## src/rtl/mem_stall_ctrl_pkg.sv

```systemverilog
// Shared definitions for the MEM-stage stall sequencer: hold codes, FSM states
// and default bus widths.
package mem_stall_ctrl_pkg;

   localparam int ADDR_W_DEF = 32;
   localparam int DATA_W_DEF = 64;

   localparam logic [1:0] HOLD_PASS  = 2'b00;
   localparam logic [1:0] HOLD_FLUSH = 2'b01;
   localparam logic [1:0] HOLD_KEEP  = 2'b10;

   typedef enum logic [1:0] {
      S_IDLE = 2'd0,
      S_REQ  = 2'd1,
      S_WAIT = 2'd2,
      S_DONE = 2'd3
   } mem_state_e;

endpackage

```

## src/rtl/mem_stall_ctrl_if.sv

```systemverilog
// Single-outstanding request/response data bus between the MEM-stage
// sequencer (master) and the memory side (slave).
interface mem_stall_ctrl_if
   import mem_stall_ctrl_pkg::*;
#(
   parameter int ADDR_W = ADDR_W_DEF,
   parameter int DATA_W = DATA_W_DEF
);

   logic              req_valid;
   logic              req_ready;
   logic              req_we;
   logic [ADDR_W-1:0] req_addr;
   logic [DATA_W-1:0] req_wdata;
   logic              rsp_valid;
   logic [DATA_W-1:0] rsp_rdata;
   logic              rsp_err;

   modport master (
      output req_valid, req_we, req_addr, req_wdata,
      input  req_ready, rsp_valid, rsp_rdata, rsp_err
   );

   modport slave (
      input  req_valid, req_we, req_addr, req_wdata,
      output req_ready, rsp_valid, rsp_rdata, rsp_err
   );

endinterface

```

## src/rtl/mem_stall_cnt.sv

```systemverilog
// Saturating event counter; advances by one on each enabled cycle and
// sticks at all-ones.
module mem_stall_cnt #(
   parameter int W = 32
) (
   input  logic         clk,
   input  logic         rst,
   input  logic         en_i,
   output logic [W-1:0] cnt_o
);

   logic [W-1:0] cnt_d;
   logic [W-1:0] cnt_q;

   always_comb begin
      cnt_d = cnt_q;
      if (en_i && (cnt_q != '1)) begin
         cnt_d = cnt_q + 1'b1;
      end
   end

   always_ff @(posedge clk) begin
      if (rst) begin
         cnt_q <= '0;
      end else begin
         cnt_q <= cnt_d;
      end
   end

   assign cnt_o = cnt_q;

endmodule

```

## src/rtl/mem_stall_ctrl.sv

```systemverilog
// MEM-stage sequencer: runs one bus transaction per load/store, freezes the
// front of the pipeline while it is in flight and turns EX jumps into flushes.
//
// state  | meaning
// S_IDLE | no transaction; a load/store in EX/MEM is latched and starts one
// S_REQ  | request presented on the bus until accepted
// S_WAIT | waiting for the response, timeout timer running
// S_DONE | result/error pulse, pipeline released
module mem_stall_ctrl
   import mem_stall_ctrl_pkg::*;
#(
   parameter int ADDR_W  = ADDR_W_DEF,
   parameter int DATA_W  = DATA_W_DEF,
   parameter int TIMEOUT = 255
) (
   input  logic              clk,
   input  logic              rst,
   input  logic              read_ram_i,
   input  logic              write_ram_i,
   input  logic [ADDR_W-1:0] mem_addr_i,
   input  logic [DATA_W-1:0] mem_wdata_i,
   input  logic              jump_flag_i,
   output logic              pc_hold_o,
   output logic [1:0]        if_id_hold_o,
   output logic [1:0]        id_ex_hold_o,
   output logic              ex_mem_en_o,
   mem_stall_ctrl_if.master  bus,
   output logic [DATA_W-1:0] rdata_o,
   output logic              rdata_valid_o,
   output logic              err_o,
   output logic [31:0]       stall_cnt_o
);

   localparam logic [7:0] TMR_LOAD = 8'(TIMEOUT);

   mem_state_e        state_d, state_q;
   logic              we_d, we_q;
   logic [ADDR_W-1:0] addr_d, addr_q;
   logic [DATA_W-1:0] wdata_d, wdata_q;
   logic [DATA_W-1:0] rdata_d, rdata_q;
   logic [7:0]        tmr_d, tmr_q;
   logic              rdata_vld_d, rdata_vld_q;
   logic              err_d, err_q;
   logic              stall;

   always_comb begin
      state_d     = state_q;
      we_d        = we_q;
      addr_d      = addr_q;
      wdata_d     = wdata_q;
      rdata_d     = rdata_q;
      tmr_d       = tmr_q;
      rdata_vld_d = 1'b0;
      err_d       = 1'b0;
      case (state_q)
         S_IDLE: begin
            if (read_ram_i || write_ram_i) begin
               we_d    = write_ram_i & ~read_ram_i;
               addr_d  = mem_addr_i;
               wdata_d = mem_wdata_i;
               state_d = S_REQ;
            end
         end
         S_REQ: begin
            if (bus.req_ready) begin
               tmr_d   = TMR_LOAD;
               state_d = S_WAIT;
            end
         end
         S_WAIT: begin
            if (bus.rsp_valid) begin
               if (!we_q) begin
                  rdata_d = bus.rsp_rdata;
               end
               rdata_vld_d = ~we_q & ~bus.rsp_err;
               err_d       = bus.rsp_err;
               state_d     = S_DONE;
            end else if (tmr_q == 8'd0) begin
               err_d   = 1'b1;
               state_d = S_DONE;
            end else begin
               tmr_d = tmr_q - 8'd1;
            end
         end
         S_DONE:  state_d = S_IDLE;
         default: state_d = S_IDLE;
      endcase
   end

   always_ff @(posedge clk) begin
      if (rst) begin
         state_q     <= S_IDLE;
         we_q        <= 1'b0;
         addr_q      <= '0;
         wdata_q     <= '0;
         rdata_q     <= '0;
         tmr_q       <= '0;
         rdata_vld_q <= 1'b0;
         err_q       <= 1'b0;
      end else begin
         state_q     <= state_d;
         we_q        <= we_d;
         addr_q      <= addr_d;
         wdata_q     <= wdata_d;
         rdata_q     <= rdata_d;
         tmr_q       <= tmr_d;
         rdata_vld_q <= rdata_vld_d;
         err_q       <= err_d;
      end
   end

   // Stall outranks flush: a jump held in ID/EX flushes once the stall drops.
   always_comb begin
      stall = ((state_q == S_IDLE) && (read_ram_i || write_ram_i)) ||
              (state_q == S_REQ) || (state_q == S_WAIT);
      pc_hold_o    = stall;
      ex_mem_en_o  = stall;
      if_id_hold_o = HOLD_PASS;
      id_ex_hold_o = HOLD_PASS;
      if (stall) begin
         if_id_hold_o = HOLD_KEEP;
         id_ex_hold_o = HOLD_KEEP;
      end else if (jump_flag_i) begin
         if_id_hold_o = HOLD_FLUSH;
         id_ex_hold_o = HOLD_FLUSH;
      end
   end

   assign bus.req_valid = (state_q == S_REQ);
   assign bus.req_we    = we_q;
   assign bus.req_addr  = addr_q;
   assign bus.req_wdata = wdata_q;
   assign rdata_o       = rdata_q;
   assign rdata_valid_o = rdata_vld_q;
   assign err_o         = err_q;

   mem_stall_cnt #(.W(32)) u_stall_cnt (
      .clk   (clk),
      .rst   (rst),
      .en_i  (stall),
      .cnt_o (stall_cnt_o)
   );

endmodule

```

## src/flat_wrapper.sv

```systemverilog
// flat-port wrapper written by rule: the top's interface ports become plain ports
module mem_stall_ctrl_flat import mem_stall_ctrl_pkg::*;
#(
   parameter int ADDR_W  = ADDR_W_DEF,
   parameter int DATA_W  = DATA_W_DEF,
   parameter int TIMEOUT = 255
)
  (clk, rst, read_ram_i, write_ram_i, mem_addr_i, mem_wdata_i, jump_flag_i, pc_hold_o, if_id_hold_o, id_ex_hold_o, ex_mem_en_o, rdata_o, rdata_valid_o, err_o, stall_cnt_o, bus_req_valid, bus_req_we, bus_req_addr, bus_req_wdata, bus_req_ready, bus_rsp_valid, bus_rsp_rdata, bus_rsp_err);
  mem_stall_ctrl_if #(.ADDR_W(ADDR_W), .DATA_W(DATA_W)) bus_i ();
  input  logic clk;
  input  logic rst;
  input  logic read_ram_i;
  input  logic write_ram_i;
  input  logic [ADDR_W-1:0] mem_addr_i;
  input  logic [DATA_W-1:0] mem_wdata_i;
  input  logic jump_flag_i;
  output logic pc_hold_o;
  output logic [1:0] if_id_hold_o;
  output logic [1:0] id_ex_hold_o;
  output logic ex_mem_en_o;
  output logic [DATA_W-1:0] rdata_o;
  output logic rdata_valid_o;
  output logic err_o;
  output logic [31:0] stall_cnt_o;
  output wire logic [$bits(bus_i.req_valid)-1:0] bus_req_valid;
  output wire logic [$bits(bus_i.req_we)-1:0] bus_req_we;
  output wire logic [$bits(bus_i.req_addr)-1:0] bus_req_addr;
  output wire logic [$bits(bus_i.req_wdata)-1:0] bus_req_wdata;
  input wire logic [$bits(bus_i.req_ready)-1:0] bus_req_ready;
  input wire logic [$bits(bus_i.rsp_valid)-1:0] bus_rsp_valid;
  input wire logic [$bits(bus_i.rsp_rdata)-1:0] bus_rsp_rdata;
  input wire logic [$bits(bus_i.rsp_err)-1:0] bus_rsp_err;
  assign bus_req_valid = bus_i.req_valid;
  assign bus_req_we = bus_i.req_we;
  assign bus_req_addr = bus_i.req_addr;
  assign bus_req_wdata = bus_i.req_wdata;
  assign bus_i.req_ready = bus_req_ready;
  assign bus_i.rsp_valid = bus_rsp_valid;
  assign bus_i.rsp_rdata = bus_rsp_rdata;
  assign bus_i.rsp_err = bus_rsp_err;
  mem_stall_ctrl #(.ADDR_W(ADDR_W), .DATA_W(DATA_W), .TIMEOUT(TIMEOUT)) u_core (.clk(clk), .rst(rst), .read_ram_i(read_ram_i), .write_ram_i(write_ram_i), .mem_addr_i(mem_addr_i), .mem_wdata_i(mem_wdata_i), .jump_flag_i(jump_flag_i), .pc_hold_o(pc_hold_o), .if_id_hold_o(if_id_hold_o), .id_ex_hold_o(id_ex_hold_o), .ex_mem_en_o(ex_mem_en_o), .bus(bus_i), .rdata_o(rdata_o), .rdata_valid_o(rdata_valid_o), .err_o(err_o), .stall_cnt_o(stall_cnt_o));
endmodule
```

## config.mk

```make
export PLATFORM = sky130hd
export DESIGN_NAME = mem_stall_ctrl_flat
export DESIGN_NICKNAME = d
export VERILOG_FILES = /design/src/rtl/mem_stall_ctrl_pkg.sv /design/src/rtl/mem_stall_ctrl_if.sv /design/src/rtl/mem_stall_cnt.sv /design/src/rtl/mem_stall_ctrl.sv /design/src/flat_wrapper.sv
export SDC_FILE = /design/constraint.sdc
export NUM_CORES = 1
export LEC_CHECK = 0
export ABC_AREA = 1
export BUFFER_PORTS_ARGS = -buffer_cell sky130_fd_sc_hd__buf_2
export CORE_ASPECT_RATIO = 1.25
export CORE_MARGIN = 2
export CORE_UTILIZATION = 43
export DETAILED_ROUTE_END_ITERATION = 8
export PLACE_DENSITY = 0.76
export SETUP_SLACK_MARGIN = 0.1
export SYNTH_ARGS = -nofsm -noshare
export SYNTH_HDL_FRONTEND = slang
export SYNTH_HIERARCHICAL = 1
export SYNTH_SLANG_ARGS = --single-unit
export TNS_END_PERCENT = 1
```

## constraint.sdc

```tcl
create_clock -name clk -period 2 [get_ports clk]
set_input_delay 0 -clock clk [delete_from_list [all_inputs] [get_ports clk]]
set_output_delay 0 -clock clk [all_outputs]
set_load 0.02 [all_outputs]
```

* Word-level counts from Yosys, hierarchy flattened
Index checks and enable logic that the tools add are counted.
Cells by class: reduce and logical (&&, ||, !) cells 14, bitwise gates (word level) 7, equal/unequal tests 9, mux-type cells 13, add/subtract/negate cells 2
Operators by type and width (count):
- 32-bit by 1-bit adder with 32-bit output (second input constant) | 1
- 32-bit != test (second input constant) | 1
- 8-bit 2-to-1 mux | 3
- 8-bit case mux with 2 select lines | 1
- 2-bit 2-to-1 mux | 5
- 8-bit logical NOT | 1
- 2-bit case mux with 4 select lines | 1
- 8-bit by 1-bit subtractor with 8-bit output (second input constant) | 1
- 3-bit AND reduction | 2
- 1-bit inverter | 5
- 2-bit == test (second input constant) | 2
- 2-bit by 1-bit != test with 1-bit output (second input constant) | 2
- 2-bit != test (second input constant) | 2
- 4-bit AND reduction | 1
- 1-bit logical OR | 3
- 1-bit 2-to-1 mux | 3
- 3-bit by 2-bit != test with 1-bit output (second input constant) | 1
- 3-bit OR reduction | 1
- 1-bit bitwise AND | 2
- 2-bit by 1-bit == test with 1-bit output (second input constant) | 1
- 1-bit logical AND | 2
- 2-bit logical NOT | 1
- 2-bit AND reduction | 1
- 2-bit nonzero test | 1
- 2-bit OR reduction | 1
Storage, ports and cells: input bits 168, logic and storage cells 54, register bits after elaboration 205

* Logic depth before layout (Yosys ltp)
depth in word-level cells 5, gate-level depth with buffers 15

* Hierarchy
Netlist, hierarchy kept.
Modules (own cells, without submodules):
- mem_stall_ctrl | seq. area each 3463.3 µm², area each 6452.4 µm², cells an instance 818, times used 1
- mem_stall_cnt | seq. area each 640.6 µm², area each 2062.0 µm², cells an instance 324, times used 1

* Worst setup path after synthesis
No wires, ideal clock.
path kind flip-flop to flip-flop, start reg u_core.state_q[0], end reg u_core.u_stall_cnt.cnt_q[25], in the netlist u_core/u_stall_cnt/cnt_o[25], setup slack -271 ps, arrival 2155 ps, path buffers 2, required time 1885 ps, cell stages (with the launch flop) 16, cell sequence dfxtp_1 inv_1 ha_1 o21ai_2 buf_4 buf_6 nand3_1 inv_2 nor2_1 nand2_1 inv_2 nand2_1 nor2_1 nand3_1 nand2_1 nor2_1
Between the ends: cells in the longest elaborated chain, start to end 5, elaborated cells between the ends (all ways) 7
RTL lines:
- start, declared | RTL line mem_stall_ctrl.sv:36 | mem_state_e state_d, state_q;
- start signal, assigned | RTL line mem_stall_ctrl.sv:101 | state_q <= state_d;
- 2-bit logical NOT | RTL line mem_stall_ctrl.sv:114 | stall = ((state_q == S_IDLE) && (read_ram_i || write_ram_i)) ||
- 1-bit logical AND | RTL line mem_stall_ctrl.sv:114
- 1-bit logical OR | RTL line mem_stall_ctrl.sv:114
- 1-bit logical OR * | RTL line mem_stall_ctrl.sv:115 | (state_q == S_REQ) || (state_q == S_WAIT);
- net ex_mem_en_o | RTL line flat_wrapper.sv:20 | output logic ex_mem_en_o;
- 1-bit logical AND * | RTL line mem_stall_cnt.sv:17 | if (en_i && (cnt_q != '1)) begin
- end signal, assigned | RTL line mem_stall_cnt.sv:26 | cnt_q <= cnt_d;
- end, declared | RTL line mem_stall_cnt.sv:13 | logic [W-1:0] cnt_q;
Mark *: on every way through the listed nets, which the timed path passes. The rest lies on a longest branch. A chain may end at the register's enable or synchronous reset.

* Worst setup path after layout
start reg u_core.state_q[1], end reg u_core.wdata_q[23], in the netlist u_core/bus.req_wdata[23]
Between the ends: cells in the longest elaborated chain, start to end 2
RTL lines:
- 2-bit logical NOT | RTL line mem_stall_ctrl.sv:55 | case (state_q)
- 2-bit AND reduction (no line)
- end signal, assigned | RTL line mem_stall_ctrl.sv:104 | wdata_q <= wdata_d;
- end, declared | RTL line mem_stall_ctrl.sv:39 | logic [DATA_W-1:0] wdata_d, wdata_q;
Every way passes these cells.

==> results.yml <==
status:
  status: "complete, no violations"
logic_synthesis:
  synthTopCellsByArea: "dfxtp_1 48%, nor2_1 9.1%, a21oi_1 7.4%, inv_1 6.1%, o21ai_0 5.3%"
  synth_common_cells: "206 x nor2_1, 205 x dfxtp_1, 139 x inv_1, 126 x a21oi_1, 119 x nand2_1"
  syn_avg_cell_area_um2: 7.46
  yosys.cell_count.top_type: "nor2_1"
  synth_top_flop_cell: "dfxtp_1"
  ys_types: 34
  postSynthCellCount: 1142
  synth_top_cell_area_share: 0.482
  syn_area_um2: 8510
  synth_edf_count: 0
  synth-seq-area-share: 0.482
  ys_warn_count: 6
  syn-num-nets: 1316
  synth_top_cell_by_area: "dfxtp_1"
  synthArstFlopShare: 0
  synth-seq-cells: 205
critical_path:
  path_class: "reg -> reg"
  required_ps: 2420
  cp.arrival_ps: 2340
  rrSetupSlack_ps: 80
  cp-start-kind: "flip-flop"
  cp-end-kind: "flip-flop"
  path_max_fanout: 83
clocking:
  ctsRootBufferMaster: "clkbuf_16"
  htreeDepth: 1
  postCtsSetupRepairBufs: 0
  cts_sinks: 205
  cts-buffers-inserted: 22
  clk_pin_slew_ps: 60
  cts_tree: "done"
  clk_latency_ps: 500
  cts.path.max_buffers: 3
global_routing:
  grt_max_degree: 84
  grt_util_met1: 0.319
  gr-usage-met2: 0.502
  grt.overflow.total: 0
  grt_use_total: 0.289
  grtUsageMet3: 0.0676
  busiest_layer: "met2"
  antenna_found_initial: 0
  grt_pass1_wl_um: 48700
  grt_pass1_vias: 9674
floorplan:
  coreArea_um2: 19400
  die_h_um: 161
  dieArea_um2: 20900
  rows: 57
  initial_utilization: 0.439
  io_pins: 370
  die_x_um: 130
route:
  wirelength_um: 31400
  ant_nets: 0
  via_per_inst: 5.09
  dr.pass1.iters: 5
  wl_per_cell_um: 16.2
  num_vias: 9850
  drc: 0
  initialDrtViolationCount: 630
pwr:
  power_density_nw_per_um2: 1250
  power_leakage_nw: 6.37
  peakVddDrop_mv: 0.756
timing:
  setup_violations: 0
  rsz0062_at_grt: "yes"
  fin_crit_sh: 0.962
  timing.fmax_mhz: 520
  fin_setup_tns_ps: 0
  slew_viol_final: 0
  min_period_ps: 1920
  relSlewSlack: 0.661
  hold_viol: 0
  setup_ws_ps: 77.0
  hold_ws_ps: 242
  worstMarginPinSlew_ps: 508
  finalClockSkew_ps: 9.26
final_layout:
  layout-drive-gt1-share: 0.286
  antennaDiodeCount: 0
  register_area_um2: 4100
  final_nets: 1830
  multi_input_area_um2: 3540
  syn_to_final_growth_pct: 52.5
  fillCellCount: 1515
run:
  maxCapViolCount: 0
placed_design:
  dp_hpwl_um: 19300
  port-buffer-count: 369
  place_ws_ps: 105
  gp_congestion: 0.956
hold_path:
  hold_path.class: "in -> reg"
-- final timing paths --
path                                       startpoint                                     to  depth (start not counted)
hold reg to reg   u_core/bus.req_addr[1]$_SDFFE_PP0P_    u_core/bus.req_addr[1]$_SDFFE_PP0P_                          2
setup / recovery       u_core/state_q[1]$_SDFFE_PP0P_  u_core/bus.req_wdata[23]$_SDFFE_PP0P_                          7
hold / removal                            bus_rsp_err        u_core/rdata_valid_o$_SDFF_PP0_                          3
setup reg to reg       u_core/state_q[1]$_SDFFE_PP0P_  u_core/bus.req_wdata[23]$_SDFFE_PP0P_                          7
-- logic make-up (layout without fill, tap and decap cells) --
family          Yosys count  after routing  synth area share
simple gates            420            420             0.220
compound gates          298            298             0.177
buf+inv                 213            740             0.111
flops                   205            205             0.482
fa+ha+maj                 6              6           0.00882
-- state kept, by name (all words and copies together) (netlist names) --
| register | count |
|---|---|
| u_core/u_stall_cnt/cnt_o | 32 |
| u_core/bus.req_addr | 32 |
| u_core/err_o | 1 |
| u_core/tmr_q | 8 |
| u_core/state_q | 2 |
| u_core/bus.req_we | 1 |
| u_core/bus.req_wdata | 64 |
| u_core/rdata_valid_o | 1 |
| u_core/rdata_o | 64 |
-- through the flow --
step,total power [mW],util,cells,instance area (um^2)
after detailed placement,11.7,0.544,1729,10500
after global routing,17.1,0.669,1934,13000
final,16.3,0.669,1934,13000
after CTS,16.1,0.668,1934,12900
after global placement,11.6,0.544,1729,10500
after floorplan,9.81,-,1142,8540
-- cells in the final DEF (no fill, tap or decap), types with 4 or more instances in the layout --
| cell type | synthesis | routed |
|---|---|---|
| nand4_1 | 12 | 12 |
| dlygate4sd3_1 | 0 | 168 |
| nor2_1 | 206 | 202 |
| inv_1 | 139 | 138 |
| dfxtp_1 | 205 | 205 |
| o21ai_1 | 73 | 73 |
| o21ai_0 | 90 | 90 |
| clkbuf_16 | 0 | 23 |
| nand3_1 | 37 | 36 |
| buf_12 | 0 | 5 |
| buf_2 | 20 | 369 |
| nand2_1 | 119 | 119 |
| clkbuf_8 | 0 | 6 |
| buf_4 | 19 | 14 |
| nor2_2 | 7 | 10 |
| nand3_2 | 9 | 8 |
| inv_2 | 7 | 7 |
| ha_1 | 6 | 4 |
| a21oi_1 | 126 | 126 |
| a31oi_1 | 5 | 5 |
| clkbuf_1 | 18 | 4 |
| nand2_2 | 9 | 9 |
| nor3_1 | 4 | 4 |
| nor2_4 | 6 | 7 |
-- final cells by class --
cell class,count,share of cell area
Tap cell,265,0.0255
Timing Repair Buffer,556,0.288
Sequential cell,205,0.316
Multi-Input combinational cell,724,0.273
Inverter,147,0.0427
Clock buffer,33,0.0518
Clock inverter,4,0.00376
-- where the power goes --
group          internal, mW  switching [mW]  leakage (nW)
Clock                  2.44            1.63         0.358
Sequential             5.16           0.586          1.68
Combinational          2.14            4.30          4.33
-- routing by layer --
| metal | routed length, um | vias to the layer above |
|---|---|---|
| met5 | 0 | - |
| met4 | 1840 | 0 |
| met3 | 2560 | 139 |
| met2 | 15200 | 512 |
| met1 | 11800 | 4518 |
| li1 | - | 4681 |
-- worst max-delay path, cell delays in order (launching register included) --
cell	delay, ps
dfxtp_1	400
inv_2	80
ha_4	180
o21ai_4	90
buf_12	330
buf_4	360
o21ai_1	140
a21oi_1	180
-- what timing repair did --
item                                    4_1_cts  5_1_grt
cloned                                        0        0
endpoints found under the setup margin        3       40
endpoints found under the hold margin       177        0
gates resized for setup                       1        6
hold buffers                                168        0
Note: power is estimated with default switching activity, not from simulation.
